--- src/rtl/relm_ps2_rx_if.sv ---
// ReLM pop port for the PS/2 receiver: bit WD is request (pop_d) / retry (pop_q).
interface relm_ps2_rx_if #(
    parameter int WD = 32
);
    logic [WD:0] pop_d;
    logic [WD:0] pop_q;

    modport master (output pop_d, input  pop_q);
    modport slave  (input  pop_d, output pop_q);
endinterface

--- src/rtl/relm_ps2_rx.sv ---
// PS/2 device-to-host receiver: line conditioning, 11-bit frame decode with
// odd parity and timeout, and a byte FIFO read through a ReLM pop port.
module relm_ps2_rx #(
    parameter int WD      = 32,
    parameter int WAF     = 4,
    parameter int NFILT   = 8,
    parameter int TIMEOUT = 50000,
    parameter int WT      = 16
) (
    input  logic           clk,
    input  logic           rst_n_in,
    input  logic           ps2_clk_in,
    input  logic           ps2_dat_in,
    relm_ps2_rx_if.slave   pop
);
    localparam int DEPTH = 1 << WAF;
    localparam logic [1:0] S_IDLE = 2'd0;
    localparam logic [1:0] S_DATA = 2'd1;
    localparam logic [1:0] S_PAR  = 2'd2;
    localparam logic [1:0] S_STOP = 2'd3;
    localparam logic [WT-1:0] TMO = WT'(TIMEOUT);

    logic [1:0]       clk_sync, dat_sync;
    logic [NFILT-1:0] clk_sr, dat_sr;
    logic             clk_f, clk_f_d, dat_f;
    logic             fall;

    logic [1:0]       state;
    logic [2:0]       bit_cnt;
    logic             parity;
    logic [7:0]       shreg;
    logic [WT-1:0]    tcnt;
    logic [7:0]       err_cnt;

    logic [7:0]       mem [DEPTH];
    logic [WAF-1:0]   head, tail;
    logic [WAF:0]     cnt;
    logic             overflow;

    logic timeout, frame_done, frame_good, err_inc;
    logic empty, full, do_pop, do_push, ovf_set;
    logic unused_pop_bits;

    // Filtered levels only move when the whole window agrees; otherwise they hold.
    always_ff @(posedge clk or negedge rst_n_in) begin
        if (!rst_n_in) begin
            clk_sync <= '1;
            dat_sync <= '1;
            clk_sr   <= '1;
            dat_sr   <= '1;
            clk_f    <= 1'b1;
            clk_f_d  <= 1'b1;
            dat_f    <= 1'b1;
        end else begin
            clk_sync <= {clk_sync[0], ps2_clk_in};
            dat_sync <= {dat_sync[0], ps2_dat_in};
            clk_sr   <= {clk_sr[NFILT-2:0], clk_sync[1]};
            dat_sr   <= {dat_sr[NFILT-2:0], dat_sync[1]};
            if (&clk_sr)       clk_f <= 1'b1;
            else if (~|clk_sr) clk_f <= 1'b0;
            if (&dat_sr)       dat_f <= 1'b1;
            else if (~|dat_sr) dat_f <= 1'b0;
            clk_f_d  <= clk_f;
        end
    end

    assign fall       = clk_f_d & ~clk_f;
    assign timeout    = (state != S_IDLE) && !fall && (tcnt == TMO);
    assign frame_done = fall && (state == S_STOP);
    assign frame_good = frame_done && dat_f && parity;
    assign err_inc    = (frame_done && !(dat_f && parity)) || timeout;

    always_ff @(posedge clk or negedge rst_n_in) begin
        if (!rst_n_in) begin
            state   <= S_IDLE;
            bit_cnt <= '0;
            parity  <= 1'b0;
            shreg   <= '0;
            tcnt    <= '0;
            err_cnt <= '0;
        end else begin
            if (fall) begin
                tcnt <= '0;
                case (state)
                    S_IDLE: if (!dat_f) begin
                        bit_cnt <= '0;
                        parity  <= 1'b0;
                        state   <= S_DATA;
                    end
                    S_DATA: begin
                        shreg   <= {dat_f, shreg[7:1]};
                        parity  <= parity ^ dat_f;
                        bit_cnt <= bit_cnt + 3'd1;
                        if (bit_cnt == 3'd7) state <= S_PAR;
                    end
                    S_PAR: begin
                        parity <= parity ^ dat_f;
                        state  <= S_STOP;
                    end
                    default: state <= S_IDLE;
                endcase
            end else if (timeout) begin
                state <= S_IDLE;
                tcnt  <= '0;
                shreg <= '0;
            end else if (state != S_IDLE) begin
                tcnt <= tcnt + WT'(1);
            end else begin
                tcnt <= '0;
            end
            if (err_inc && (err_cnt != 8'hFF)) err_cnt <= err_cnt + 8'd1;
        end
    end

    assign empty   = (cnt == '0);
    assign full    = cnt[WAF];
    assign do_pop  = pop.pop_d[WD] && !empty;
    // A pop in the same cycle frees the slot, so a push into a full FIFO still lands.
    assign do_push = frame_good && (!full || do_pop);
    assign ovf_set = frame_good && full && !do_pop;

    always_ff @(posedge clk or negedge rst_n_in) begin
        if (!rst_n_in) begin
            for (int unsigned i = 0; i < DEPTH; i++) mem[i] <= '0;
            head     <= '0;
            tail     <= '0;
            cnt      <= '0;
            overflow <= 1'b0;
        end else begin
            if (do_push) begin
                mem[tail] <= shreg;
                tail      <= tail + WAF'(1);
            end
            if (do_pop) head <= head + WAF'(1);
            case ({do_push, do_pop})
                2'b10:   cnt <= cnt + (WAF+1)'(1);
                2'b01:   cnt <= cnt - (WAF+1)'(1);
                default: cnt <= cnt;
            endcase
            if (ovf_set)     overflow <= 1'b1;
            else if (do_pop) overflow <= 1'b0;
        end
    end

    always_comb begin
        pop.pop_q        = '0;
        pop.pop_q[WD]    = empty;
        pop.pop_q[23:16] = err_cnt;
        pop.pop_q[8]     = overflow;
        pop.pop_q[7:0]   = mem[head];
    end

    assign unused_pop_bits = ^pop.pop_d[WD-1:0];
endmodule

--- src/flat_wrapper.sv ---
// flat-port wrapper written by rule: the top's interface ports become plain ports
module relm_ps2_rx_flat 
#(
    parameter int WD      = 32,
    parameter int WAF     = 4,
    parameter int NFILT   = 8,
    parameter int TIMEOUT = 50000,
    parameter int WT      = 16
)
  (clk, rst_n_in, ps2_clk_in, ps2_dat_in, pop_pop_d, pop_pop_q);
  relm_ps2_rx_if #(.WD(WD)) pop_i ();
  input  logic clk;
  input  logic rst_n_in;
  input  logic ps2_clk_in;
  input  logic ps2_dat_in;
  input wire logic [$bits(pop_i.pop_d)-1:0] pop_pop_d;
  output wire logic [$bits(pop_i.pop_q)-1:0] pop_pop_q;
  assign pop_i.pop_d = pop_pop_d;
  assign pop_pop_q = pop_i.pop_q;
  relm_ps2_rx #(.WD(WD), .WAF(WAF), .NFILT(NFILT), .TIMEOUT(TIMEOUT), .WT(WT)) u_core (.clk(clk), .rst_n_in(rst_n_in), .ps2_clk_in(ps2_clk_in), .ps2_dat_in(ps2_dat_in), .pop(pop_i));
endmodule
--- config.mk ---
export PLATFORM = sky130hd
export DESIGN_NAME = relm_ps2_rx_flat
export DESIGN_NICKNAME = d
export VERILOG_FILES = /design/src/rtl/relm_ps2_rx_if.sv /design/src/rtl/relm_ps2_rx.sv /design/src/flat_wrapper.sv
export SDC_FILE = /design/constraint.sdc
export NUM_CORES = 1
export LEC_CHECK = 0
export CORE_MARGIN = 2
export CORE_UTILIZATION = 35
export DETAILED_ROUTE_END_ITERATION = 16
export SLEW_MARGIN = 20
export SYNTH_ARGS = -nofsm -noshare
export SYNTH_HDL_FRONTEND = slang
export SYNTH_SLANG_ARGS = --single-unit
--- constraint.sdc ---
create_clock -name clk -period 4.4 [get_ports clk]
set_input_delay 0.88 -clock clk [delete_from_list [all_inputs] [get_ports clk]]
set_output_delay 0.88 -clock clk [all_outputs]
set_load 0.01 [all_outputs]
==> results.yml <==
synthesis:
  netlist.area_leader.share: 0.475
  synthTopCellsByArea: "sky130_fd_sc_hd__dfrtp_1 (47%), sky130_fd_sc_hd__mux2_2 (12%), sky130_fd_sc_hd__mux4_2 (9.5%)"
  synth_most_common_cell: "sky130_fd_sc_hd__dfrtp_1"
  synthXorXnorAreaFrac: 0.0277
  synth-compound-area-share: 0.0266
  post_synth_most_frequent_cells: "sky130_fd_sc_hd__dfrtp_1 (180), sky130_fd_sc_hd__mux2_2 (101), sky130_fd_sc_hd__mux4_2 (40), sky130_fd_sc_hd__nand2_1 (38), sky130_fd_sc_hd__mux2_4 (32)"
  avg_synthesized_cell_area_um2: 14.2
  synth-main-ff-cell: "sky130_fd_sc_hd__dfrtp_1"
  synth_simple_gate_area_frac: 0.0848
  synth_area_um2: 9480
  synth.lib_cells_used.distinct: 51
  async_flop_share: 1.00
  synth_mux_area_frac: 0.267
  post_synth_fa_ha_maj_area_fraction: 0.0237
  syn_inst: 666
  synth.ff_latch_count: 203
  synth.yosys.warnings: 0
  synth_top_family_by_area: "multiplexers"
  synth.yosys.seq_area_share: 0.539
  synth_largest_area_cell: "sky130_fd_sc_hd__dfrtp_1"
  edff_count_synth: 0
clock_network:
  cts_resized: 0
  clk_transition_reported_paths_ps: 60
  clockRootBuffer: "sky130_fd_sc_hd__clkbuf_16"
  htree_levels: 1
  worstSkewPairLatency_ps: 500
  tritoncts: "built"
  clkSinkCount: 203
  post-cts-setup-buffers: 0
  cts-hold-fix-buffers: 0
  cts_made_buffers: 22
  clockBufferDepth: 3
place:
  place.gp.congestion: 0.703
  dpl_hpwl_mm: 11.3
  dp_slack_ps: 929
  port_buffers: 22
  place.detailed.instances: 1003
power:
  pwrdens_nw_per_um2: 429
  power.total_mw: 4.61
  irDropWorstVdd_mv: 0.276
  leak_pwr_nw: 4.88
floorplanning:
  initial_core_util: 0.354
  die-area_um2: 28400
  io_pins: 70
  number_of_placement_rows: 60
  die-width_um: 169
  fp.dieH_um: 169
  core-area_um2: 26800
worst_setup_path:
  critical_path_required_ps: 3520
  critPathArrivalTime_ps: 3030
  worst_setup_path_start_kind: "flop"
  worstSetupPathType: "flop to output pin"
  regToRegStartpoint: "u_core.clk_f_d"
  path_max_fanout: 17
  timing.critical_path.from: "u_core.head[0]"
  rr_worst_depth: 12
  critPathCaptureType: "output pin"
grt:
  global_route.usage.total: 0.130
  grt_antenna_before_repair: 0
  first_global_vias: 5336
  grt_first_pass_wirelength_mm: 29.7
  global_route.overflow_total: 0
  grt_max_degree: 126
sta:
  timing_worst_slew_pin_value_ps: 696
  max_clock_freq_mhz: 256
  setup_viol_count_final: 0
  setup_ws_ps: 487
  finalCriticalPeriod_ps: 3910
  fin_worst_skew_ps: 10.4
  slew-limit-headroom: 0.536
  final_max_slew_viol_count: 0
  timing.setup.tns_ps: 0
  grt_setup_unrepaired: "no"
  final_min_period_over_clock_period: 0.889
  timing.final.hold_violations: 0
cells_and_area:
  stdcell_count: 1043
  layout.nets: 742
  syn_to_final_growth_pct: 13.2
  insertedDiodeCount: 0
  ratio_of_cells_with_drive_above_1_in_the_final_layout: 0.368
  finish.utilization: 0.401
drt:
  drt-total-wl_mm: 17.9
  drt_first_iter_violations: 257
  detail-route-antenna-nets: 0
  via_per_inst: 4.94
  dr.pass1.iters: 4
  drc: 0
  route.detailed.wl_per_inst_um: 17.2
  via_count: 5150
run_status:
  outcome: "complete, no violations"
worst_hold_path:
  min_path_type: "primary input to asynchronous set/reset pin"
run:
  max_cap_violations: 0
==> per-layer routing <==
metal  track usage  vias to the layer above  wire length (um)
met1         0.186                     2655              8680
met4        0.0274                        0               345
met3        0.0236                       24               595
li1              -                     2407                 -
met2         0.208                       64              8300
met5             0                        -                 0
==> registers in the layout (all words and copies together), names as in the netlist, 2 cells and up <==
| name | count |
|---|---|
| u_core.cnt | 5 |
| u_core.mem | 128 |
| u_core.state | 2 |
| u_core.err_cnt | 8 |
| u_core.head | 4 |
| u_core.tail | 4 |
| u_core.clk_sync | 2 |
| u_core.clk_sr | 8 |
| u_core.dat_sr | 8 |
| u_core.bit_cnt | 3 |
| u_core.tcnt | 16 |
| u_core.dat_sync | 2 |
| u_core.shreg | 8 |
==> cell families after synthesis <==
family,count (synthesis)
xor gates and xnor gates,30
DFF,203
AOI/OAI and AO/OA,39
muxes,174
adders and majority gates,18
other,1
and+or+nand+nor,143
buffers and inverters,58
==> metrics by stage <==
stage	area [um2]	hold WS, ps
floorplan	9540	345
global placement	10000	346
detailed placement	10000	347
CTS	10700	355
global route	10700	289
finish	10700	294
==> report_power, final <==
group          internal (mW)  switching [mW]
Sequential              1.96           0.204
Combinational          0.320           0.360
Clock                   1.06           0.707
Total                   3.34            1.27
==> worst paths after layout <==
kind	end	slack, ps
setup / recovery	pop_pop_q[1]	490
hold reg to reg	u_core.clk_sync[1]	350
hold / removal	u_core.mem[126]	290
setup reg to reg	u_core.cnt[4]	1140
min in group clk	u_core.clk_sync[1]	350
max in group asynchronous	u_core.clk_f	2950
==> placed cells by master (no fill, tap or decap), types with 3 or more instances in the layout <==
cell                              count
sky130_fd_sc_hd__a21o_1               3
sky130_fd_sc_hd__a21oi_1              5
sky130_fd_sc_hd__and2_1               4
sky130_fd_sc_hd__and3_1               3
sky130_fd_sc_hd__buf_4                5
sky130_fd_sc_hd__clkbuf_1             8
sky130_fd_sc_hd__clkbuf_16           23
sky130_fd_sc_hd__clkbuf_8             7
sky130_fd_sc_hd__clkdlybuf4s50_1     21
sky130_fd_sc_hd__conb_1              15
sky130_fd_sc_hd__dfrtp_1            179
sky130_fd_sc_hd__dfstp_2             23
sky130_fd_sc_hd__ha_1                18
sky130_fd_sc_hd__inv_1               11
sky130_fd_sc_hd__mux2_2             101
sky130_fd_sc_hd__mux2_4              32
sky130_fd_sc_hd__mux4_2              40
sky130_fd_sc_hd__nand2_1             38
sky130_fd_sc_hd__nand2b_1             5
sky130_fd_sc_hd__nand3_1             15
sky130_fd_sc_hd__nand3_4              4
sky130_fd_sc_hd__nand3b_1             4
sky130_fd_sc_hd__nand4_1              8
sky130_fd_sc_hd__nor2_1              28
sky130_fd_sc_hd__nor2_2              13
sky130_fd_sc_hd__nor2b_1              4
sky130_fd_sc_hd__nor3_1               4
sky130_fd_sc_hd__o21ai_0             17
sky130_fd_sc_hd__xnor2_1             11
sky130_fd_sc_hd__xor2_1              19
==> critical path: stages (launching register included) <==
cell                              delay (ps)
sky130_fd_sc_hd__dfrtp_2                 720
sky130_fd_sc_hd__buf_12                  270
sky130_fd_sc_hd__mux4_2                  530
sky130_fd_sc_hd__mux4_2                  500
sky130_fd_sc_hd__clkdlybuf4s50_1         500
==> final cells by class <==
type	count	area, um2
Tap cell	341	427
Timing Repair Buffer	30	329
Clock buffer	37	688
Clock inverter	2	10.0
Fill cell	2443	16100
Inverter	11	41.3
Multi-Input combinational cell	419	4130
Sequential cell	203	5110
No activity file was read; power rests on OpenSTA's default activity.
